<file path="config.mk">
export PLATFORM = sky130hd
export DESIGN_NAME = hilo_div_e
export DESIGN_NICKNAME = d
export VERILOG_FILES = /design/src/rtl/hilo_div_e.sv
export SDC_FILE = /design/constraint.sdc
export NUM_CORES = 1
export LEC_CHECK = 0
export BUFFER_PORTS_ARGS = -buffer_cell sky130_fd_sc_hd__clkbuf_2
export CORE_MARGIN = 2
export CORE_UTILIZATION = 45
export CTS_CLUSTER_DIAMETER = 40
export DETAILED_ROUTE_END_ITERATION = 12
export PLACE_DENSITY_LB_ADDON = 0.3
export SLEW_MARGIN = 0
export SYNTH_ARGS = -nofsm -noshare
export SYNTH_HDL_FRONTEND = slang
export SYNTH_SLANG_ARGS = --single-unit
export TNS_END_PERCENT = 100
</file>
<file path="constraint.sdc">
create_clock -name clk -period 6.9 [get_ports clk]
set_clock_uncertainty 0.15 [all_clocks]
set_input_delay 0.345 -clock clk [delete_from_list [all_inputs] [get_ports clk]]
set_output_delay 0.345 -clock clk [all_outputs]
set_load 0.01 [all_outputs]
</file>
<file path="src/rtl/hilo_div_e.sv">
// Execute-stage signed divider with HI/LO register pair.
// Iterative 32-step restoring division on operand magnitudes; stalls the pipeline while busy.
module hilo_div_e (
    input  logic        clk,
    input  logic        rst,
    input  logic        divE,
    input  logic [1:0]  mfE,
    input  logic [31:0] data1E,
    input  logic [31:0] data2E,
    output logic        StallDivE,
    output logic [31:0] mfResultE,
    output logic [31:0] hi,
    output logic [31:0] lo
);

    typedef enum logic [1:0] {
        IDLE = 2'd0,
        RUN  = 2'd1,
        FIX  = 2'd2,
        DONE = 2'd3
    } state_t;

    state_t      state;
    state_t      state_next;

    logic [4:0]  count;
    logic [31:0] dvd;
    logic [31:0] dvs;
    logic [31:0] rem;
    logic        sign_rem;
    logic        sign_quo;
    logic        div_zero;

    logic [31:0] abs1;
    logic [31:0] abs2;
    logic [31:0] rem_shift;
    logic [32:0] rem_diff;
    logic        rem_ge;

    assign abs1 = data1E[31] ? (~data1E + 32'd1) : data1E;
    assign abs2 = data2E[31] ? (~data2E + 32'd1) : data2E;

    // The dividend register doubles as the quotient register: each RUN step shifts
    // a dividend bit out of the top and a quotient bit into the bottom.
    assign rem_shift = {rem[30:0], dvd[31]};
    assign rem_diff  = {1'b0, rem_shift} - {1'b0, dvs};
    assign rem_ge    = ~rem_diff[32];

    always_ff @(posedge clk or posedge rst) begin
        if (rst) begin
            state <= IDLE;
        end else begin
            state <= state_next;
        end
    end

    always_comb begin
        state_next = state;
        StallDivE  = 1'b0;
        case (state)
            IDLE: begin
                StallDivE = divE;
                if (divE) begin
                    state_next = RUN;
                end
            end
            RUN: begin
                StallDivE = 1'b1;
                if (count == 5'd31) begin
                    state_next = FIX;
                end
            end
            FIX: begin
                StallDivE  = 1'b1;
                state_next = DONE;
            end
            DONE: begin
                state_next = IDLE;
            end
            default: begin
                state_next = IDLE;
            end
        endcase
    end

    always_ff @(posedge clk or posedge rst) begin
        if (rst) begin
            count    <= 5'd0;
            dvd      <= 32'd0;
            dvs      <= 32'd0;
            rem      <= 32'd0;
            sign_rem <= 1'b0;
            sign_quo <= 1'b0;
            div_zero <= 1'b0;
        end else begin
            case (state)
                IDLE: begin
                    if (divE) begin
                        dvd      <= abs1;
                        dvs      <= abs2;
                        rem      <= 32'd0;
                        count    <= 5'd0;
                        sign_rem <= data1E[31];
                        sign_quo <= data1E[31] ^ data2E[31];
                        div_zero <= (data2E == 32'd0);
                    end
                end
                RUN: begin
                    rem   <= rem_ge ? rem_diff[31:0] : rem_shift;
                    dvd   <= {dvd[30:0], rem_ge};
                    count <= count + 5'd1;
                end
                default: begin
                end
            endcase
        end
    end

    // Divide by zero leaves |dividend| in the remainder, so HI comes out right on its
    // own; only LO needs forcing because the quotient sign would otherwise flip it.
    always_ff @(posedge clk or posedge rst) begin
        if (rst) begin
            hi <= 32'd0;
            lo <= 32'd0;
        end else if (state == FIX) begin
            lo <= div_zero ? 32'hFFFF_FFFF : (sign_quo ? (~dvd + 32'd1) : dvd);
            hi <= sign_rem ? (~rem + 32'd1) : rem;
        end
    end

    always_comb begin
        mfResultE = 32'd0;
        case (mfE)
            2'b01:   mfResultE = hi;
            2'b10:   mfResultE = lo;
            default: mfResultE = 32'd0;
        endcase
    end

endmodule

</file>
==> run_results.csv <==
group,metric,value,unit
job,drv_cap,0,
drt,viasPerCell,5.63,
die,core,0.0252,sq mm
clock_tree,cts.path.max_buffers,2,
drt,vias,10457,
cells_and_area,diodes,0,
worst_setup_path,slowest_delay,510,ps
cells_and_area,design_area,0.0132,sq mm
timing,hold_viol,0,
global_routing,grt_max_degree,103,
global_routing,grt_use_total,24.1,%
power_and_ir_drop,power_density,501,mW/mm^2
power_and_ir_drop,total_power,6.60,mW
yosys,yosys_warnings,0,
yosys,async_flop_share,100,%
yosys,ys_seq_area_share,36.8,%
placed_design,dp_hpwl,23800,um
drt,drc_errors,0,
power_and_ir_drop,p_leak,6.07,nW
clock_tree,numCtsBuffers,17,
cells_and_area,mostFrequentLayoutCells,"170 x dfrtp_1, 168 x nor2_1, 165 x clkbuf_2, 152 x nand2_1, 137 x o21ai_0",
timing,fin_crit,3600,ps
worst_setup_path,path_common_cell,"a211o_1",
worst_setup_path,r2r_end,"rem[25]$_DFFE_PP0P_",
clock_tree,cts_sinks,170,
hold_path,hold_depth,3,
yosys,ys_ff_latch,170,
worst_setup_path,crit_family,"compound AO/OA/AOI/OAI gates",
worst_setup_path,cp.arrival,3790,ps
global_routing,grt_overflow,0,
hold_path,min_to,"dvs[30]$_DFFE_PP0P_",
hold_path,min_path_type,"input pin to flip-flop",
worst_setup_path,worstPathRequired,7090,ps
global_routing,grt_antenna_before_repair,0,
global_routing,grt_pass1_wl,51500,um
timing,fmax,278,MHz
cells_and_area,final_common_cell,"dfrtp_1",
status,status,"completed",
clock_tree,clk_root_buffer_cell,"clkbuf_16",
die,placementRows,58,
cells_and_area,drive_gt1_share,16.3,%
die,die_y,164,um
hold_path,hp-start,"data2E[30]",
timing,finalMaxSlewViolations,0,
yosys,synth_ff_type,"dfrtp_1",
clock_tree,cts.htree.levels,4,
timing,setup_viol,0,
worst_setup_path,r2r_cells,13,
power_and_ir_drop,vdd_drop_max,0.312,mV
die,die_width,164,um
die,io_pins,166,
timing,rsz0062_at_grt,"false",
placed_design,place_congestion,0.877,
worst_setup_path,path_buf_inv,2,
worst_setup_path,r2r_slack,3300,ps
clock_tree,clk_transition_reported_paths,70,ps
drt,post_drt_wl_per_cell,17.2,um
yosys,synth.net_count,1507,
placed_design,placed_area,0.0126,sq mm
worst_setup_path,r2r_start,"dvd[31]$_DFFE_PP0P_",
drt,drtIter0Drc,710,
timing,worst_pin_slew,985,ps
worst_setup_path,critPathKind,"flip-flop to flip-flop",
timing,fin_crit_sh,52.1,%
worst_setup_path,end_kind,"flip-flop",
timing,setup_tns,0,ps
cells_and_area,nets,1628,
cells_and_area,layout-area-overhead-vs-synth,14.1,%
worst_setup_path,path_cells,"inv_1, ha_1, fa_1, nor2b_1, o31ai_1, a211o_1, a21oi_1, nor3_1, o21ai_4, buf_4, o211ai_1, a211o_1, o21ai_0",
drt,ant_nets,0,
die,die_area,0.0270,sq mm
drt,drt_wl_total,31800,um
drt,first_pass_iters,5,
yosys,syn_area_per_cell,8.30,sq um
global_routing,grt_pass1_vias,9782,
yosys,synth_edf_count,0,
placed_design,port_buffers,165,
worst_setup_path,crit_path_start_kind,"flip-flop",
yosys,synth_cell_types,61,
yosys,synth_area,0.0116,sq mm
yosys,synthCells,1392,
die,initial_core_util,45.9,%
clock_tree,cts_tree,"done",
clock_tree,clk-insertion-delay-late,440,ps
timing,relSlewSlack,34.3,%
worst_setup_path,critPathMaxFanout,51,
worst_setup_path,cpMaxStageDelayCell,"buf_4",
-- worst register-to-register path, cell delays in order, from the launching register on --
cell	delay (ps)
dfrtp_1	350
inv_1	110
ha_1	230
fa_1	400
nor2b_1	180
o31ai_1	120
a211o_1	340
a21oi_1	260
nor3_1	120
o21ai_4	140
buf_4	510
o211ai_1	170
a211o_1	300
o21ai_0	130
-- area by class of cell --
class                           instances  area (sq um)
Timing Repair Buffer                  178           926
Clock buffer                           17           425
Fill cell                            2390         12000
Clock inverter                         15           115
Multi-Input combinational cell       1094          6850
Inverter                               52           200
Sequential cell                       170          4250
Tap cell                              330           413
-- timing repair --
action / CTS / global route
hold buffers: 1 / 0
setup buffers: 0 / 0
resized for setup: 0 / 0
endpoints found under the hold margin: 2 / 0
-- cells by family (layout without fill, tap and decap cells) --
group | count (synthesis) | count (layout) | synth area share, %
flops | 170 | 170 | 36.8
fa+ha+maj | 46 | 46 | 5.05
xor+xnor | 142 | 142 | 10.8
mux | 34 | 34 | 3.04
simple gates | 453 | 453 | 18.3
compound gates | 419 | 419 | 21.9
buf+inv | 128 | 262 | 4.16
-- registers in the layout, indices dropped and copies added (netlist names) --
name,flops
sign_quo,1
dvd,32
state,2
rem,32
dvs,32
sign_rem,1
hi,32
count,5
lo,32
div_zero,1
-- stage by stage --
stage                     setup slack (ps)  cells  hold WS [ps]  util [%]
after global routing                  3000   1856          81.5      52.4
after global placement                3420   1823           317      50.2
after detailed placement              3340   1823           320      50.2
final                                 3300   1856          60.9      52.4
after CTS                             3320   1856          47.4      52.4
after floorplan                       1800   1392           300         -
-- synthesized netlist by cell type, types with 7 or more instances --
master	instances	area share (%)
a21oi_1	126	5.5
a22o_1	11	0.83
a22oi_1	32	2.1
and3_1	8	0.43
buf_1	11	0.36
clkbuf_1	65	2.1
dfrtp_1	170	37
ha_1	45	4.9
inv_1	52	1.7
mux2_2	9	0.88
mux2i_1	25	2.2
nand2_1	153	5.0
nand2b_1	13	0.70
nand3_1	10	0.43
nor2_1	168	5.5
nor2b_1	10	0.54
nor3_1	17	0.74
o21ai_0	137	5.9
o21ai_1	9	0.39
o31ai_1	39	2.5
o41ai_1	16	1.2
or2_2	7	0.38
or3_1	19	1.0
or4_1	15	0.97
xnor2_1	26	2.0
xor2_1	116	8.8
-- power breakdown --
group          switching, mW  internal [mW]  leakage (nW)
sequential             0.527           1.46          2.09
clock                  0.433          0.466         0.256
combinational           2.26           1.46          3.73
total                   3.22           3.38          6.07
-- routing by layer --
layer | routed length, um | global-route usage [%] | vias to the layer above
li1 | - | - | 5145
met2 | 15100 | 39.3 | 303
met3 | 1580 | 3.54 | 40
met4 | 708 | 7.22 | 0
met1 | 14400 | 33.3 | 4969
met5 | 0 | 0 | -
-- worst max-delay path by stage --
stage	cells past startpoint	slack [ps]	end	startpoint
after floorplan	1	1800	count[0]$_DFFE_PP0P_	rst
after global placement	13	3420	rem[25]$_DFFE_PP0P_	dvd[31]$_DFFE_PP0P_
after detailed placement	13	3340	rem[25]$_DFFE_PP0P_	dvd[31]$_DFFE_PP0P_
after CTS	13	3320	rem[25]$_DFFE_PP0P_	dvd[31]$_DFFE_PP0P_
after global routing	10	3000	rem[30]$_DFFE_PP0P_	rem[12]$_DFFE_PP0P_
final	13	3300	rem[25]$_DFFE_PP0P_	dvd[31]$_DFFE_PP0P_
No activity file was read; power rests on OpenSTA's default activity.
